`config.mk`:
```
export PLATFORM = sky130hd
export DESIGN_NAME = btb_update_unit_flat
export DESIGN_NICKNAME = d
export VERILOG_FILES = /design/src/rtl/btb_update_unit_if.sv /design/src/rtl/btb_update_unit.sv /design/src/flat_wrapper.sv
export SDC_FILE = /design/constraint.sdc
export NUM_CORES = 1
export LEC_CHECK = 0
export CORE_MARGIN = 5
export CORE_UTILIZATION = 50
export CTS_CLUSTER_SIZE = 10
export DETAILED_ROUTE_END_ITERATION = 16
export GPL_TIMING_DRIVEN = 0
export PLACE_DENSITY_LB_ADDON = 0.05
export SETUP_SLACK_MARGIN = 0.4
export SYNTH_ARGS = -nofsm -noshare
export SYNTH_HDL_FRONTEND = slang
export SYNTH_SLANG_ARGS = --single-unit
```
`constraint.sdc`:
```
create_clock -name clk -period 3.7 [get_ports clk]
set_input_delay 0.37 -clock clk [delete_from_list [all_inputs] [get_ports clk]]
set_output_delay 0.37 -clock clk [all_outputs]
set_load 0.03 [all_outputs]
```
`src/rtl/btb_update_unit_if.sv`:
```
// Resolution-side and BTB-write-side signal bundle for the BTB update unit.
// The master modport is the pipeline/BTB side that supplies resolutions and
// accepts writes. The slave modport is the update unit itself.
interface btb_update_unit_if;
  logic        res_valid;
  logic        res_ready;
  logic [15:0] res_pc;
  logic        res_uc;
  logic        res_taken;
  logic [15:0] res_target;
  logic [15:0] res_next_pc;
  logic        res_pred_hit;
  logic [15:0] res_pred_target;
  logic        btb_write;
  logic        btb_wr_ready;
  logic [3:0]  btb_index;
  logic [11:0] btb_tag;
  logic [15:0] btb_target;
  logic        btb_uc;

  modport master (
    output res_valid, res_pc, res_uc, res_taken, res_target, res_next_pc,
           res_pred_hit, res_pred_target, btb_wr_ready,
    input  res_ready, btb_write, btb_index, btb_tag, btb_target, btb_uc
  );

  modport slave (
    input  res_valid, res_pc, res_uc, res_taken, res_target, res_next_pc,
           res_pred_hit, res_pred_target, btb_wr_ready,
    output res_ready, btb_write, btb_index, btb_tag, btb_target, btb_uc
  );
endinterface

```
`src/rtl/btb_update_unit.sv`:
```
// MEM-stage branch resolution: mispredict detection, registered fetch
// redirect, 2-entry coalescing BTB allocation queue, saturating counters.
module btb_update_unit #(
  parameter int CNT_W  = 16,
  parameter int QDEPTH = 2
) (
  input  logic               clk,
  input  logic               reset_n,
  btb_update_unit_if.slave   bus,
  output logic               redirect,
  output logic [15:0]        redirect_pc,
  input  logic               cnt_clear,
  output logic [CNT_W-1:0]   cnt_resolved,
  output logic [CNT_W-1:0]   cnt_mispred
);
  localparam logic [1:0] FULL = 2'(QDEPTH);

  typedef struct packed {
    logic [3:0]  index;
    logic [11:0] tag;
    logic [15:0] target;
    logic        uc;
  } entry_t;

  // slot0 is always the queue head; slot1 is the younger entry
  entry_t           slot0_r, slot1_r;
  logic [1:0]       count_r;
  logic             redirect_r;
  logic [15:0]      redirect_pc_r;
  logic [CNT_W-1:0] cnt_resolved_r, cnt_mispred_r;

  entry_t     new_s, e0_upd_s, e1_upd_s, slot0_n_s, slot1_n_s;
  logic [1:0] count_tmp_s, count_n_s;
  logic       accept_s, mispred_s, alloc_s, deq_s;
  logic       match0_s, match1_s, coal_s, enq_s;

  // res_ready comes from the registered occupancy only, never from a same-cycle dequeue
  assign bus.res_ready  = (count_r != FULL);
  assign bus.btb_write  = (count_r != 2'd0);
  assign bus.btb_index  = slot0_r.index;
  assign bus.btb_tag    = slot0_r.tag;
  assign bus.btb_target = slot0_r.target;
  assign bus.btb_uc     = slot0_r.uc;
  assign redirect       = redirect_r;
  assign redirect_pc    = redirect_pc_r;
  assign cnt_resolved   = cnt_resolved_r;
  assign cnt_mispred    = cnt_mispred_r;

  // Resolution decode: accept, mispredict and allocation decisions
  always_comb begin
    accept_s  = bus.res_valid && (count_r != FULL);
    mispred_s = (bus.res_taken != bus.res_pred_hit) ||
                (bus.res_taken && bus.res_pred_hit &&
                 (bus.res_target != bus.res_pred_target));
    // Not-taken never allocates: the BTB has no invalidate path
    alloc_s   = accept_s && bus.res_taken &&
                (!bus.res_pred_hit || (bus.res_target != bus.res_pred_target));
    new_s     = '{index: bus.res_pc[3:0], tag: bus.res_pc[15:4],
                  target: bus.res_target, uc: bus.res_uc};
  end

  // Queue next-state: coalesce into a live entry, then dequeue, then enqueue
  always_comb begin
    deq_s    = (count_r != 2'd0) && bus.btb_wr_ready;
    match0_s = (count_r != 2'd0) && !deq_s &&
               ({slot0_r.index, slot0_r.tag} == {new_s.index, new_s.tag});
    match1_s = (count_r == 2'd2) &&
               ({slot1_r.index, slot1_r.tag} == {new_s.index, new_s.tag});
    coal_s   = alloc_s && (match0_s || match1_s);
    enq_s    = alloc_s && !coal_s;
    e0_upd_s = slot0_r;
    e1_upd_s = slot1_r;
    // When both entries match, the younger one (slot1) takes the update
    if (coal_s && match1_s) begin
      e1_upd_s.target = new_s.target;
      e1_upd_s.uc     = new_s.uc;
    end else if (coal_s) begin
      e0_upd_s.target = new_s.target;
      e0_upd_s.uc     = new_s.uc;
    end else begin
      e0_upd_s = slot0_r;
    end
    if (deq_s) begin
      slot0_n_s   = e1_upd_s;
      slot1_n_s   = e1_upd_s;
      count_tmp_s = count_r - 2'd1;
    end else begin
      slot0_n_s   = e0_upd_s;
      slot1_n_s   = e1_upd_s;
      count_tmp_s = count_r;
    end
    // Enqueue only happens on accept, so count_tmp_s is at most 1 here
    if (enq_s && (count_tmp_s == 2'd0)) begin
      slot0_n_s = new_s;
      count_n_s = 2'd1;
    end else if (enq_s) begin
      slot1_n_s = new_s;
      count_n_s = count_tmp_s + 2'd1;
    end else begin
      count_n_s = count_tmp_s;
    end
  end

  // Queue storage and occupancy
  always_ff @(posedge clk or negedge reset_n) begin
    if (!reset_n) begin
      slot0_r <= '0;
      slot1_r <= '0;
      count_r <= 2'd0;
    end else begin
      slot0_r <= slot0_n_s;
      slot1_r <= slot1_n_s;
      count_r <= count_n_s;
    end
  end

  // One-cycle redirect pulse; the PC holds its last value between pulses
  always_ff @(posedge clk or negedge reset_n) begin
    if (!reset_n) begin
      redirect_r    <= 1'b0;
      redirect_pc_r <= 16'h0000;
    end else begin
      redirect_r <= accept_s && mispred_s;
      if (accept_s && mispred_s) begin
        redirect_pc_r <= bus.res_taken ? bus.res_target : bus.res_next_pc;
      end else begin
        redirect_pc_r <= redirect_pc_r;
      end
    end
  end

  // Saturating performance counters; clear wins over a same-cycle increment
  always_ff @(posedge clk or negedge reset_n) begin
    if (!reset_n) begin
      cnt_resolved_r <= '0;
      cnt_mispred_r  <= '0;
    end else if (cnt_clear) begin
      cnt_resolved_r <= '0;
      cnt_mispred_r  <= '0;
    end else begin
      if (accept_s && !(&cnt_resolved_r)) begin
        cnt_resolved_r <= cnt_resolved_r + {{(CNT_W-1){1'b0}}, 1'b1};
      end else begin
        cnt_resolved_r <= cnt_resolved_r;
      end
      if (accept_s && mispred_s && !(&cnt_mispred_r)) begin
        cnt_mispred_r <= cnt_mispred_r + {{(CNT_W-1){1'b0}}, 1'b1};
      end else begin
        cnt_mispred_r <= cnt_mispred_r;
      end
    end
  end
endmodule
```
`src/flat_wrapper.sv`:
```
// flat-port wrapper written by rule: the top's interface ports become plain ports
module btb_update_unit_flat 
#(
  parameter int CNT_W  = 16,
  parameter int QDEPTH = 2
)
  (clk, reset_n, redirect, redirect_pc, cnt_clear, cnt_resolved, cnt_mispred, bus_res_valid, bus_res_pc, bus_res_uc, bus_res_taken, bus_res_target, bus_res_next_pc, bus_res_pred_hit, bus_res_pred_target, bus_btb_wr_ready, bus_res_ready, bus_btb_write, bus_btb_index, bus_btb_tag, bus_btb_target, bus_btb_uc);
  btb_update_unit_if bus_i ();
  input  logic clk;
  input  logic reset_n;
  output logic redirect;
  output logic [15:0] redirect_pc;
  input  logic cnt_clear;
  output logic [CNT_W-1:0] cnt_resolved;
  output logic [CNT_W-1:0] cnt_mispred;
  input wire logic [$bits(bus_i.res_valid)-1:0] bus_res_valid;
  input wire logic [$bits(bus_i.res_pc)-1:0] bus_res_pc;
  input wire logic [$bits(bus_i.res_uc)-1:0] bus_res_uc;
  input wire logic [$bits(bus_i.res_taken)-1:0] bus_res_taken;
  input wire logic [$bits(bus_i.res_target)-1:0] bus_res_target;
  input wire logic [$bits(bus_i.res_next_pc)-1:0] bus_res_next_pc;
  input wire logic [$bits(bus_i.res_pred_hit)-1:0] bus_res_pred_hit;
  input wire logic [$bits(bus_i.res_pred_target)-1:0] bus_res_pred_target;
  input wire logic [$bits(bus_i.btb_wr_ready)-1:0] bus_btb_wr_ready;
  output wire logic [$bits(bus_i.res_ready)-1:0] bus_res_ready;
  output wire logic [$bits(bus_i.btb_write)-1:0] bus_btb_write;
  output wire logic [$bits(bus_i.btb_index)-1:0] bus_btb_index;
  output wire logic [$bits(bus_i.btb_tag)-1:0] bus_btb_tag;
  output wire logic [$bits(bus_i.btb_target)-1:0] bus_btb_target;
  output wire logic [$bits(bus_i.btb_uc)-1:0] bus_btb_uc;
  assign bus_i.res_valid = bus_res_valid;
  assign bus_i.res_pc = bus_res_pc;
  assign bus_i.res_uc = bus_res_uc;
  assign bus_i.res_taken = bus_res_taken;
  assign bus_i.res_target = bus_res_target;
  assign bus_i.res_next_pc = bus_res_next_pc;
  assign bus_i.res_pred_hit = bus_res_pred_hit;
  assign bus_i.res_pred_target = bus_res_pred_target;
  assign bus_i.btb_wr_ready = bus_btb_wr_ready;
  assign bus_res_ready = bus_i.res_ready;
  assign bus_btb_write = bus_i.btb_write;
  assign bus_btb_index = bus_i.btb_index;
  assign bus_btb_tag = bus_i.btb_tag;
  assign bus_btb_target = bus_i.btb_target;
  assign bus_btb_uc = bus_i.btb_uc;
  btb_update_unit #(.CNT_W(CNT_W), .QDEPTH(QDEPTH)) u_core (.clk(clk), .reset_n(reset_n), .bus(bus_i), .redirect(redirect), .redirect_pc(redirect_pc), .cnt_clear(cnt_clear), .cnt_resolved(cnt_resolved), .cnt_mispred(cnt_mispred));
endmodule
```
Word level (Yosys, flattened, before mapping)
Cells that the tools add are included.
{ "op_classes": {"n_addsub": 4, "n_eq_ne": 7, "n_mux": 15, "n_bitwise": 1, "reduce_logical": 34} }
{ "ops": {"columns": ["cell", "n"], "rows": [
  ["$mux 17", 5],
  ["$mux 16", 5],
  ["$mux 33", 2],
  ["$add 16x1->16 const B", 2],
  ["$eq 16x16->1", 2],
  ["$reduce_and 16->1", 2],
  ["$logic_and 1x1->1", 16],
  ["$ne 16x16->1", 1],
  ["$reduce_bool 2->1", 4],
  ["$mux 2", 3],
  ["$logic_not 1->1", 5],
  ["$reduce_and 2->1", 2],
  ["$logic_or 1x1->1", 3],
  ["$ne 3x2->1 const B", 1],
  ["$reduce_bool 3->1", 1],
  ["$add 2x1->2 const B", 1],
  ["$eq 2x2->1 const B", 1],
  ["$logic_not 2->1", 1],
  ["$ne 2x2->1 const B", 1],
  ["$sub 2x1->2 const B", 1],
  ["$ne 1x1->1", 1],
  ["$not 1->1", 1]
]} }
{ "totals": {"register_bits": 117, "inputBits": 72, "out_inout_bits": 84, "wordCells": 74} }

Depth between registers and ports, before layout
{ "logic_depth": {"depth_word": 12, "depth_mapped": 13, "depth_no_buf": 10} }

Worst setup path after synthesis
No wires, ideal clock.
{ "synth_timing": {"kind": "register -> register", "from": "reg u_core.count_r[0]", "to": "reg u_core.slot0_r, in the netlist u_core.bus.btb_target[0]", "setup_time_ns": 0.129, "t_arrival_ns": 2.613, "t_required_ns": 3.571, "setup_slack_ns": 0.958, "stages_incl_launch_ff": 11, "path_buffers": 2, "synth_period_minus_slack_ns": 2.742, "path_cell_list": "dfrtp_1 inv_1 ha_1 nor2b_1 buf_1 xnor2_1 ha_1 inv_1 o41ai_2 buf_4 o221ai_2"} }
{ "synth_between": {"elab_chain_len": 12, "word_cells_on_any_way": 26, "cone_classes": "add/sub (1); eq/ne (3); mux (4); reduce/logical (18)"} }
{ "synth_rtl": {"columns": ["item", "line", "rtl"], "rows": [
  ["start, declared", "btb_update_unit.sv:27", "logic [1:0] count_r;"],
  ["start signal, assigned", "btb_update_unit.sv:113", "count_r <= count_n_s;"],
  ["$reduce_bool 2->1", "btb_update_unit.sv:64, btb_update_unit.sv:65", null],
  ["$logic_and 1x1->1", "btb_update_unit.sv:64", "deq_s = (count_r != 2'd0) && bus.btb_wr_ready;"],
  ["$logic_not 1->1", "btb_update_unit.sv:65", "match0_s = (count_r != 2'd0) && !deq_s &&"],
  ["$logic_and 1x1->1 (2 in series)", "btb_update_unit.sv:65", null],
  ["$logic_or 1x1->1", "btb_update_unit.sv:69", "coal_s = alloc_s && (match0_s || match1_s);"],
  ["$logic_and 1x1->1", "btb_update_unit.sv:69", null],
  ["$logic_not 1->1", "btb_update_unit.sv:70", "enq_s = alloc_s && !coal_s;"],
  ["$logic_and 1x1->1", "btb_update_unit.sv:70", null],
  ["$logic_and 1x1->1", "btb_update_unit.sv:93", "if (enq_s && (count_tmp_s == 2'd0)) begin"],
  ["$ne 3x2->1 (no source line) / $reduce_bool 3->1 (equally long branches)", null, null],
  ["$reduce_and 2->1 (no source line)", null, null],
  ["end signal, assigned", "btb_update_unit.sv:111", "slot0_r <= slot0_n_s;"],
  ["end, declared", "btb_update_unit.sv:26", "entry_t slot0_r, slot1_r;"]
]} }
Parallel ways exist; a longest one is shown, timed or not. The select of a mux whose other input is x is not followed.
A chain may end at the register's enable or synchronous reset.

Final worst setup path
{ "layout_timing": {"from": "reg u_core.count_r[0]", "to": "reg u_core.slot0_r, in the netlist u_core.bus.btb_target[14]"} }
The elaborated chain is that of the path after synthesis.

==> results.tsv <==
stage	metric	value	unit
detailed_routing	via_per_inst	5.43	
sta	slew_violations	0	
worst_setup_path	worstPathRequired	4.00	ns
synthesis	synth_top_area_cell	dfrtp_1	
clock_network	cts_max_level	4	
placement	dp_cells	924	
pwr	switching_power	2.51	mW
worst_setup_path	arrival	3.29	ns
detailed_routing	wl_met2	8.41	mm
clock_network	clock-sinks	117	
worst_setup_path	cp_max_fo	10	
worst_setup_path	timing.rr.end	u_core.bus.btb_target[14]$_DFFE_PN0P_	
detailed_routing	top_layer	met4	
final_layout	nets	852	
detailed_routing	wl	17.6	mm
global_routing	grt_util_all_layers	24.0	%
floorplanning	chipHeight	123	µm
sta	min_period	3.00	ns
clock_network	tritoncts	done	
worst_setup_path	regToRegStartpoint	u_core.count_r[0]$_DFF_PN0_	
sta	setup_viol	0	
final_layout	fill_cells	997	
floorplanning	die_area	15000	µm²
worst_setup_path	start_kind	register	
synthesis	synth_nets	675	
floorplanning	rows	41	
synthesis	synth_cell_types	47	
sta	min_period_over_period	81.0	%
pwr	intPower	4.41	mW
pwr	ir_worst_vdd	0.439	mV
sta	worst_pin_slew	0.778	ns
detailed_routing	routedWlPerCell	18.3	µm
final_layout	area_growth	39.6	%
final_layout	multi_input_area	3130	µm²
pwr	leakage	3.82	nW
synthesis	syn_inst	597	
detailed_routing	routed-via-count	5208	
global_routing	grt_pass1_vias	5383	
clock_network	cts_made_buffers	17	
floorplanning	ioPinCount	156	
pwr	sequentialPowerShare	30.4	%
floorplanning	initial_core_util	50.6	%
sta	clock_skew	0.00817	ns
flow_run	maxCapViolations	0	
pwr	clockPowerShare	27.7	%
worst_setup_path	worstRegToRegCells	10	
detailed_routing	antenna_left	0	
detailed_routing	drc	0	
final_layout	regArea	2930	µm²
clock_network	insertion_delay	0.42	ns
detailed_routing	wl_met3	1.15	mm
global_routing	grt_pass1_wl	27.7	mm
synthesis	synth_ff_type	dfrtp_1	
synthesis	yosysTopAreaCellShare	46.3	%
placement	routabilityCongestion	0.852	
detailed_routing	drt-initial-drc-count	356	
min_path	min_path_type	primary input to register	
min_path	worstHoldStart	cnt_clear	
outcome	status	completed	
final_layout	final_cells	959	
global_routing	antenna_found_initial	0	
sta	hold_viol	0	
final_layout	stdcell_area	8840	µm²
synthesis	async_reset_ff_share	100	%
placement	placed_area	8120	µm²
clock_network	clk_pin_slew	0.06	ns
final_layout	drive_gt1_share	15.6	%
min_path	min_delay_worst_endpoint	u_core.cnt_mispred[14]$_DFFE_PN0P_	
min_path	holdPathStages	2	
detailed_routing	drt-met1-wl	7.70	mm
synthesis	ys_seq_area_share	46.3	%
placement	portBuffers	154	
sta	max_slew_margin	48.1	%
pwr	power.share.switching	36.3	%
detailed_routing	drt-pass1-iter-count	4	
sta	grt_setup_unrepaired	false	
clock_network	cts_buffer_depth	2	
pwr	comb_power_share	41.9	%
global_routing	overflow	0	
synthesis	synth-edff-count	0	
placement	dpl.hpwl	12.7	mm
synthesis	synth_commonest_cells	117 x dfrtp_1, 100 x nand2_1, 45 x xor2_1	
clock_network	cts-root-buf	clkbuf_16	
global_routing	grt_max_degree	65	
pwr	power.density	783	nW/µm²
synthesis	synth.ff_latch_count	117	
synthesis	syn_avg_cell_area	10.6	µm²
floorplanning	core-area	12500	µm²
synthesis	synth_area_leaders	dfrtp_1 46%, xor2_1 6.2%, nand2_1 5.9%	
worst_setup_path	r2r_setup_slack	0.70	ns
synthesis	yosys_warnings	0	
synthesis	synth_most_common_cell	dfrtp_1	
worst_setup_path	end_kind	register	
synthesis	syn_area	6330	µm²
floorplanning	die_x	123	µm
worst_setup_path	critical_path_class	register to register	
sta	max_freq	334	MHz
final_layout	antenna_cells	0	
-- layout make-up --
| class | count | area share [%] |
|---|---|---|
| Sequential cell | 117 | 33.1 |
| Clock inverter | 15 | 2.93 |
| Tap cell | 172 | 2.43 |
| Timing Repair Buffer | 158 | 18.0 |
| Buffer | 31 | 2.05 |
| Clock buffer | 17 | 4.81 |
| Inverter | 29 | 1.23 |
| Multi-Input combinational cell | 420 | 35.4 |
-- registers in the layout (all words and copies together) (netlist names) --
name	cells
u_core.slot1_r	17
u_core.bus.btb_target	16
u_core.cnt_mispred	16
u_core.cnt_resolved	16
u_core.e1_upd_s	16
u_core.redirect_pc	16
u_core.bus.btb_tag	12
u_core.bus.btb_index	4
u_core.count_r	2
u_core.bus.btb_uc	1
u_core.redirect	1
-- worst max-delay path by stage --
| stage | start | end | slack (ns) | cells past startpoint |
|---|---|---|---|---|
| 6_report | u_core.count_r[0]$_DFF_PN0_ | u_core.bus.btb_target[14]$_DFFE_PN0P_ | 0.70 | 10 |
| 5_1_grt | u_core.count_r[0]$_DFF_PN0_ | u_core.bus.btb_target[14]$_DFFE_PN0P_ | 0.53 | 11 |
| 4_1_cts | u_core.count_r[0]$_DFF_PN0_ | u_core.bus.btb_tag[9]$_DFFE_PN0P_ | 0.53 | 11 |
| 3_5_place_dp | bus_btb_wr_ready | u_core.bus.btb_target[14]$_DFFE_PN0P_ | 0.07 | 9 |
| 3_3_place_gp | reset_n | u_core.cnt_resolved[2]$_DFFE_PN0P_ | -2.31 | 1 |
| 2_1_floorplan | u_core.count_r[0]$_DFF_PN0_ | u_core.bus.btb_target[0]$_DFFE_PN0P_ | 0.96 | 10 |
-- layer usage --
metal  vias up  track usage, %
met5         -               0
met4         0            8.61
met3        22            6.08
met2       180            39.2
met1      2552            31.0
li1       2454               -
-- critical path: stages, from the launching register on --
cell and delay, ns:
dfrtp_1 0.38, inv_1 0.07, ha_1 0.24, nor2b_1 0.15, buf_2 0.30, xnor2_1 0.21
ha_1 0.26, inv_1 0.17, o41ai_4 0.64, buf_4 0.33, o221ai_2 0.12
-- cells by family after synthesis --
family                     share of synthesized area, %
adders and majority gates                          1.19
buffers and inverters                              4.55
muxes                                              13.4
xor gates and xnor gates                           8.72
and+or+nand+nor                                    16.7
DFF                                                46.3
AOI/OAI and AO/OA                                  9.21
-- power by group through the flow --
stage / clock [mW] / combinational [mW] / sequential, mW
floorplan: 0 / 1.32 / 2.60
global placement: 0 / 2.83 / 2.09
detailed placement: 0 / 2.88 / 2.12
CTS: 1.94 / 2.92 / 2.10
global route: 2.00 / 3.11 / 2.16
finish: 1.92 / 2.90 / 2.10
-- metrics by stage --
step / hold WS (ns) / power (mW) / setup WS [ns] / util [%] / setup TNS [ns]
floorplan: 0.0744 / 3.92 / 0.958 / - / 0
CTS: 0.404 / 6.96 / 0.526 / 70.5 / 0
global route: 0.464 / 7.27 / 0.526 / 70.6 / 0
detailed placement: 0.364 / 5.00 / 0.0693 / 64.8 / 0
finish: 0.419 / 6.92 / 0.705 / 70.6 / 0
global placement: 0.464 / 4.92 / -2.31 / 64.6 / -268.74
-- cells in the final DEF, fill, tap and decap left out, types with 2 or more instances in the layout --
| cell | count |
|---|---|
| nor3_1 | 7 |
| nor4b_1 | 2 |
| or4_1 | 10 |
| buf_4 | 3 |
| ha_1 | 6 |
| buf_2 | 9 |
| o21ai_0 | 20 |
| clkbuf_1 | 14 |
| nor2b_1 | 5 |
| inv_1 | 29 |
| and2_1 | 3 |
| bufinv_16 | 7 |
| mux2_2 | 28 |
| nand2_1 | 100 |
| o221ai_2 | 10 |
| mux2_4 | 24 |
| nor4_4 | 2 |
| nor3_4 | 2 |
| xor2_1 | 45 |
| and4_1 | 3 |
| mux2i_1 | 17 |
| clkinv_2 | 5 |
| nor2_1 | 16 |
| nand4_1 | 9 |
| clkdlybuf4s50_1 | 153 |
| and3_1 | 7 |
| buf_6 | 6 |
| nor4_1 | 13 |
| clkinvlp_4 | 2 |
| or3_1 | 3 |
| dfrtp_1 | 117 |
| o21ai_1 | 2 |
| a21oi_1 | 14 |
| xnor2_1 | 18 |
| o31ai_1 | 10 |
| o221ai_1 | 7 |
| clkbuf_16 | 17 |
| nand3_1 | 25 |
-- what timing repair did --
action	4_1_cts	5_1_grt
endpoints found under the hold margin	53	0
resized for setup	2	2
setup buffers	0	2
setup endpoints to repair	17	20
pin swaps	1	1
hold buffers	1	0
Note: power is estimated with default switching activity, not from simulation.
